===== src/rtl/writeback_arbiter_pkg.sv =====
// Shared types and default widths for the writeback arbiter and its FU result buffers.
package writeback_arbiter_pkg;

    localparam int WB_FU_COUNT     = 4;
    localparam int WB_INST_ID_BITS = 6;
    localparam int WB_PRN_BITS     = 6;
    localparam int WB_MAX_OPERANDS = 3;
    localparam int WB_FIFO_DEPTH   = 2;
    localparam int WB_DATA_BITS    = 64;

    typedef struct packed {
        logic [WB_INST_ID_BITS-1:0]                    inst_id;
        logic [WB_MAX_OPERANDS-1:0][WB_PRN_BITS-1:0]   prn;
        logic [WB_MAX_OPERANDS-1:0][WB_DATA_BITS-1:0]  data;
        logic [WB_MAX_OPERANDS-1:0]                    data_valid;
    } wb_entry_t;

    // Bits one destination slot occupies in a flattened buffer entry: prn, data, valid.
    function automatic int wb_slot_bits(input int prn_bits);
        return prn_bits + WB_DATA_BITS + 1;
    endfunction

endpackage


===== src/rtl/wb_fifo.sv =====
// Single-clock circular buffer holding one FU's completed results until writeback.
module wb_fifo #(
    parameter int WIDTH = 8,
    parameter int DEPTH = 2,
    localparam int PTR_W = $clog2(DEPTH),
    localparam int CNT_W = $clog2(DEPTH) + 1
) (
    input  logic             clk,
    input  logic             rst,
    input  logic             push_i,
    input  logic [WIDTH-1:0] din_i,
    input  logic             pop_i,
    output logic [WIDTH-1:0] dout_o,
    output logic [CNT_W-1:0] count_o
);

    logic [WIDTH-1:0] mem_q [DEPTH];
    logic [PTR_W-1:0] wr_ptr_q, wr_ptr_d;
    logic [PTR_W-1:0] rd_ptr_q, rd_ptr_d;
    logic [CNT_W-1:0] count_q, count_d;
    logic             push_ok, pop_ok;

    assign push_ok = push_i && (count_q != CNT_W'(DEPTH));
    assign pop_ok  = pop_i && (count_q != '0);

    // DEPTH is a power of two, so pointer overflow is the modulo wrap.
    always_comb begin
        wr_ptr_d = push_ok ? wr_ptr_q + PTR_W'(1) : wr_ptr_q;
        rd_ptr_d = pop_ok ? rd_ptr_q + PTR_W'(1) : rd_ptr_q;
        count_d  = count_q;
        unique case ({push_ok, pop_ok})
            2'b10:   count_d = count_q + CNT_W'(1);
            2'b01:   count_d = count_q - CNT_W'(1);
            default: count_d = count_q;
        endcase
    end

    always_ff @(posedge clk) begin
        if (rst) begin
            wr_ptr_q <= '0;
            rd_ptr_q <= '0;
            count_q  <= '0;
        end else begin
            wr_ptr_q <= wr_ptr_d;
            rd_ptr_q <= rd_ptr_d;
            count_q  <= count_d;
        end
    end

    always_ff @(posedge clk) begin
        if (push_ok) begin
            mem_q[wr_ptr_q] <= din_i;
        end
    end

    assign dout_o  = mem_q[rd_ptr_q];
    assign count_o = count_q;

endmodule


===== src/rtl/writeback_arbiter.sv =====
// Buffers each FU's results and retires one per cycle, round-robin, to the PRF,
// issue-queue wakeup bus and ROB.
module writeback_arbiter
    import writeback_arbiter_pkg::*;
#(
    parameter int FU_COUNT     = WB_FU_COUNT,
    parameter int INST_ID_BITS = WB_INST_ID_BITS,
    parameter int PRN_BITS     = WB_PRN_BITS,
    parameter int MAX_OPERANDS = WB_MAX_OPERANDS,
    parameter int FIFO_DEPTH   = WB_FIFO_DEPTH
) (
    input  logic                    clk,
    input  logic                    rst,
    input  logic                    fu_out_valid      [FU_COUNT],
    input  logic [INST_ID_BITS-1:0] fu_out_inst_id    [FU_COUNT],
    input  logic [PRN_BITS-1:0]     fu_out_prn        [FU_COUNT][MAX_OPERANDS],
    input  logic [WB_DATA_BITS-1:0] fu_out_data       [FU_COUNT][MAX_OPERANDS],
    input  logic                    fu_out_data_valid [FU_COUNT][MAX_OPERANDS],
    output logic                    fu_wb_ready       [FU_COUNT],
    input  logic                    rob_ready,
    output logic                    prf_write_enable  [MAX_OPERANDS],
    output logic [PRN_BITS-1:0]     prf_write_prn     [MAX_OPERANDS],
    output logic [WB_DATA_BITS-1:0] prf_write_data    [MAX_OPERANDS],
    output logic                    set_prn_ready     [MAX_OPERANDS],
    output logic [PRN_BITS-1:0]     set_prn           [MAX_OPERANDS],
    output logic                    rob_complete_valid,
    output logic [INST_ID_BITS-1:0] rob_complete_inst_id
);

    localparam int SLOT_W  = wb_slot_bits(PRN_BITS);
    localparam int ENTRY_W = INST_ID_BITS + MAX_OPERANDS * SLOT_W;
    localparam int CNT_W   = $clog2(FIFO_DEPTH) + 1;
    localparam int RR_W    = (FU_COUNT > 1) ? $clog2(FU_COUNT) : 1;

    logic [ENTRY_W-1:0] fifo_dout     [FU_COUNT];
    logic [CNT_W-1:0]   fifo_count    [FU_COUNT];
    logic               fifo_push     [FU_COUNT];
    logic               fifo_pop      [FU_COUNT];
    logic               fifo_nonempty [FU_COUNT];

    logic [RR_W-1:0]    rr_q, rr_d;
    logic [RR_W:0]      idx;
    logic [RR_W-1:0]    grant_idx;
    logic               grant_any;
    logic               grant_vld;
    logic [ENTRY_W-1:0] head_entry;

    for (genvar i = 0; i < FU_COUNT; i++) begin : g_fu
        logic [ENTRY_W-1:0] din;

        // Entry layout: inst_id in the low bits, then per slot {valid, data, prn}.
        always_comb begin
            din = '0;
            din[INST_ID_BITS-1:0] = fu_out_inst_id[i];
            for (int k = 0; k < MAX_OPERANDS; k++) begin
                din[INST_ID_BITS + k*SLOT_W +: PRN_BITS]                  = fu_out_prn[i][k];
                din[INST_ID_BITS + k*SLOT_W + PRN_BITS +: WB_DATA_BITS]   = fu_out_data[i][k];
                din[INST_ID_BITS + k*SLOT_W + PRN_BITS + WB_DATA_BITS]    = fu_out_data_valid[i][k];
            end
        end

        assign fu_wb_ready[i]   = (fifo_count[i] < CNT_W'(FIFO_DEPTH));
        assign fifo_push[i]     = fu_out_valid[i] && fu_wb_ready[i];
        assign fifo_nonempty[i] = (fifo_count[i] != '0);
        assign fifo_pop[i]      = grant_vld && (grant_idx == RR_W'(i));

        wb_fifo #(
            .WIDTH (ENTRY_W),
            .DEPTH (FIFO_DEPTH)
        ) u_fifo (
            .clk     (clk),
            .rst     (rst),
            .push_i  (fifo_push[i]),
            .din_i   (din),
            .pop_i   (fifo_pop[i]),
            .dout_o  (fifo_dout[i]),
            .count_o (fifo_count[i])
        );
    end

    // First non-empty buffer at or after the round-robin pointer wins.
    always_comb begin
        grant_any = 1'b0;
        grant_idx = '0;
        idx       = '0;
        for (int off = 0; off < FU_COUNT; off++) begin
            idx = {1'b0, rr_q} + (RR_W+1)'(off);
            if (idx >= (RR_W+1)'(FU_COUNT)) begin
                idx = idx - (RR_W+1)'(FU_COUNT);
            end
            if (!grant_any && fifo_nonempty[idx[RR_W-1:0]]) begin
                grant_any = 1'b1;
                grant_idx = idx[RR_W-1:0];
            end
        end
    end

    assign grant_vld = grant_any && rob_ready && !rst;

    always_comb begin
        rr_d = rr_q;
        if (grant_vld) begin
            rr_d = (grant_idx == RR_W'(FU_COUNT - 1)) ? '0 : grant_idx + RR_W'(1);
        end
    end

    always_ff @(posedge clk) begin
        if (rst) begin
            rr_q <= '0;
        end else begin
            rr_q <= rr_d;
        end
    end

    // A zeroed head keeps every output quiet when nothing is granted.
    always_comb begin
        head_entry           = grant_vld ? fifo_dout[grant_idx] : '0;
        rob_complete_valid   = grant_vld;
        rob_complete_inst_id = head_entry[INST_ID_BITS-1:0];
        for (int k = 0; k < MAX_OPERANDS; k++) begin
            prf_write_prn[k]    = head_entry[INST_ID_BITS + k*SLOT_W +: PRN_BITS];
            prf_write_data[k]   = head_entry[INST_ID_BITS + k*SLOT_W + PRN_BITS +: WB_DATA_BITS];
            prf_write_enable[k] = head_entry[INST_ID_BITS + k*SLOT_W + PRN_BITS + WB_DATA_BITS];
            set_prn_ready[k]    = prf_write_enable[k];
            set_prn[k]          = prf_write_prn[k];
        end
    end

endmodule

===== config.mk =====
export PLATFORM = sky130hd
export DESIGN_NAME = writeback_arbiter
export DESIGN_NICKNAME = d
export VERILOG_FILES = /design/src/rtl/writeback_arbiter_pkg.sv /design/src/rtl/wb_fifo.sv /design/src/rtl/writeback_arbiter.sv
export SDC_FILE = /design/constraint.sdc
export NUM_CORES = 2
export LEC_CHECK = 0
export ABC_AREA = 1
export BUFFER_PORTS_ARGS = -buffer_cell sky130_fd_sc_hd__buf_4
export CORE_MARGIN = 2
export CORE_UTILIZATION = 25
export DETAILED_ROUTE_END_ITERATION = 10
export SETUP_SLACK_MARGIN = 0.15
export SLEW_MARGIN = 10
export SYNTH_ARGS = -nofsm -noshare
export SYNTH_HDL_FRONTEND = slang
export SYNTH_HIERARCHICAL = 1
export SYNTH_SLANG_ARGS = --single-unit

===== constraint.sdc =====
create_clock -name clk -period 13.9 [get_ports clk]
set_input_delay 0 -clock clk [delete_from_list [all_inputs] [get_ports clk]]
set_output_delay 0 -clock clk [all_outputs]
set_load 0.01 [all_outputs]

==> results.yml <==
detailed_routing:
  drt_wl_total_um: 285000
  dr.first_iter.drc_count: 5075
  ant_nets: 0
  via_per_inst: 4.49
  post_drt_wl_per_cell_um: 22.7
  drc: 0
  via_count: 56600
  drtPass1Iterations: 6
timing:
  drv_slew: 0
  setup_violations: 0
  skew_ns: 0.0578
  final_hold_viol_count: 0
  fin_tns_setup_ns: 0
  rsz0062_at_grt: "false"
  tightestPinTransition_ns: 1.16
  min_period_ns: 5.69
  fmax_mhz: 176
  finalCritPeriodShare_pct: 40.9
  slew_headroom_pct: 22.4
setup_path:
  crit_top_cell: "nand2_1"
  cp_slowest_cell: "buf_4"
  worstPathRequired_ns: 13.90
  crit_chain: "nand2_1 -> nand2_2 -> nand2_1 -> nand2_1 -> nor2_1 -> nor2_1 -> nand2_8 -> nand2_8 -> buf_4 -> buf_4 -> nand2_1 -> nand3_1 -> a21oi_1 -> buf_4"
  cp_max_fo: 83
  start_kind: "flip-flop"
  cp_top_family: "simple AND/OR/NAND/NOR gates"
  r2r_slack_ns: 9.80
  critPathCaptureType: "output port"
  cp_num_buf_inv: 3
  crit_path_max_incr_delay_ns: 0.77
  arrival_ns: 5.69
  critPathKind: "reg2out"
cells_and_area:
  layout-drive-gt1-share_pct: 28.7
  final_nets: 9128
  layout_commonest_cell: "dlygate4sd3_1"
  syn2layout_area_growth_pct: 47.4
  final_cell_mix: "1759 x dlygate4sd3_1, 1752 x edfxtp_1, 1222 x buf_4"
  fill_cells: 28600
yosys:
  syn_area_per_cell_um2: 14.2
  syn_inst: 5386
  synthesis.nets: 6277
  ys_types: 28
  synth_warnings: 6
  synth_top_family_by_area: "multiplexers"
  synthSimpleGateAreaFrac_pct: 9.28
  synthAdderAreaFrac_pct: 0.131
  ys_seq_area_share_pct: 69.4
  ys_ff_latch: 1774
  netlist_area_um2: 76500
  synth-compound-area-share_pct: 1.64
  synthMuxAreaShare_pct: 12.9
  synth-xor-area-share_pct: 0
floorplan:
  dieArea_um2: 310000
  initial_utilization_pct: 25.1
  die_x_um: 557
  rows: 203
  die_h_um: 557
  ios: 1128
  core_um2: 305000
pwr:
  p_clk_share_pct: 25.0
  switching_share_pct: 40.4
  p_int_mw: 12.5
  pwr-share-comb_pct: 42.2
  switchingPower_mw: 8.46
  p_seq_share_pct: 32.8
  finalPower_mw: 21.0
  power.density_nw_per_um2: 186
  vdd_ir_drop_max_mv: 0.315
  p_leak_nw: 43.4
global_routing:
  grt_max_degree: 130
  grt_pass1_vias: 59100
  antenna_found_initial: 99
  track_usage_pct: 17.6
  grt_overflow: 0
  grt_pass1_wl_um: 401000
clock_network:
  path_clk_slew_ns: 0.06
  cts_buffers: 200
  cts_tree: "done"
  htreeDepth: 4
  root_buffer: "clkbuf_16"
  insertion_delay_ns: 0.90
  ctsLongestPathBuffers: 4
  cts_sinks: 1774
place:
  io_buffers: 1127
  dpl.hpwl_um: 181000
  gp_congestion: 0.952
outcome:
  outcome: "finished, final reports clean"
job:
  maxCapViolCount: 0
worst_hold_path:
  hp-class: "in2reg"
-- kinds of logic (layout without fill, tap and decap cells) --
logic type / count (synthesis) / in the layout
flip-flops: 1774 / 1774
multiplexers: 876 / 876
AO/OA/AOI/OAI: 249 / 249
AND/OR/NAND/NOR: 1439 / 1439
other: 0 / 92
adder cells (fa/ha/maj): 8 / 8
buffers and inverters: 1040 / 4057
-- cells in the mapped netlist (all sizes together) --
library cell / count / share of area, %
clkbuf: 134 / 1.8
nand3b: 219 / 2.1
a21oi: 228 / 1.5
nand3: 666 / 4.4
inv: 706 / 3.5
buf: 200 / 1.5
o21ai: 18 / 0.12
nand4: 4 / 0.033
nand2: 490 / 2.4
a211oi: 2 / 0.020
ha: 8 / 0.13
dfxtp: 22 / 0.58
a21boi: 1 / 0.0098
mux2: 876 / 13
edfxtp: 1752 / 69
nor2: 60 / 0.30
-- final timing paths --
| path | start | to | cells past startpoint |
|---|---|---|---|
| hold / removal | rst | rr_q[1] | 3 |
| setup / recovery | rr_q[0] | prf_write_enable[2] | 14 |
| setup reg to reg | rr_q[0] | g_fu[1].u_fifo/count_o[1] | 20 |
| hold reg to reg | g_fu[1].u_fifo/rd_ptr_q | flip-flop | 2 |
-- power groups by stage --
stage	logic, mW	registers [mW]	clock network (mW)
2_1_floorplan	4.93	7.18	0
3_3_place_gp	8.37	6.95	0
3_5_place_dp	8.39	6.99	0
4_1_cts	8.84	6.88	5.34
5_1_grt	9.48	6.94	5.55
6_report	8.84	6.88	5.23
-- worst register-to-register path: stages (launching register included) --
cell	delay (ns)
dfxtp_1	0.59
nand2_1	0.16
nand2_2	0.17
nand2_1	0.08
nand2_1	0.12
nor2_1	0.08
nor2_1	0.29
nand2_8	0.36
nand2_8	0.76
inv_1	0.18
ha_1	0.24
inv_1	0.05
nor2_1	0.03
o21ai_0	0.14
inv_1	0.10
ha_1	0.31
inv_1	0.08
nand2_1	0.05
nor2_1	0.08
nor2_1	0.04
nor2_1	0.11
-- metal layers --
metal / GRT usage [%] / up-vias / share of wire [%]
met5: 0 / - / 0.081
met4: 7.31 / 36 / 4.1
met3: 4.69 / 539 / 8.7
met2: 29.9 / 2462 / 48
met1: 20.8 / 28500 / 39
li1: - / 25100 / -
-- stage by stage --
step	cells	utilization [%]	worst slack [ns]	cell area, um^2	hold WS [ns]
after floorplan	5386	-	3.42	76500	0.0614
after global placement	10400	29.0	9.22	88500	0.185
after detailed placement	10400	29.0	9.23	88500	0.187
after CTS	12500	36.9	8.25	113000	0.0633
after global routing	12600	36.9	7.91	113000	0.122
final	12600	37.0	8.21	113000	0.136
-- sequential cells by signal, summed over array words and instances (netlist names), named ones only --
| register | flops |
|---|---|
| g_fu.u_fifo/mem_q | 1752 |
| g_fu.u_fifo/count_o | 8 |
| g_fu.u_fifo/rd_ptr_q | 4 |
| g_fu.u_fifo/wr_ptr_q | 4 |
| rr_q | 2 |
-- cell type report --
class / instances / area (um^2) / area share [%]
diodes: 92 / 230 / 0.204
clock buffers: 236 / 5200 / 4.61
clock inverters: 132 / 1220 / 1.09
inverters: 706 / 2660 / 2.36
multi-input cells: 2572 / 18400 / 16.3
flip-flops and latches: 1774 / 53100 / 47.1
well taps: 4100 / 5130 / 4.55
repair buffers: 2983 / 26800 / 23.8
-- timing repair --
action	CTS	global route
setup buffers	0	0
resized for setup	0	0
endpoints found under the hold margin	1802	0
hold buffers	1759	0
Power figures use the tool's default switching activity.
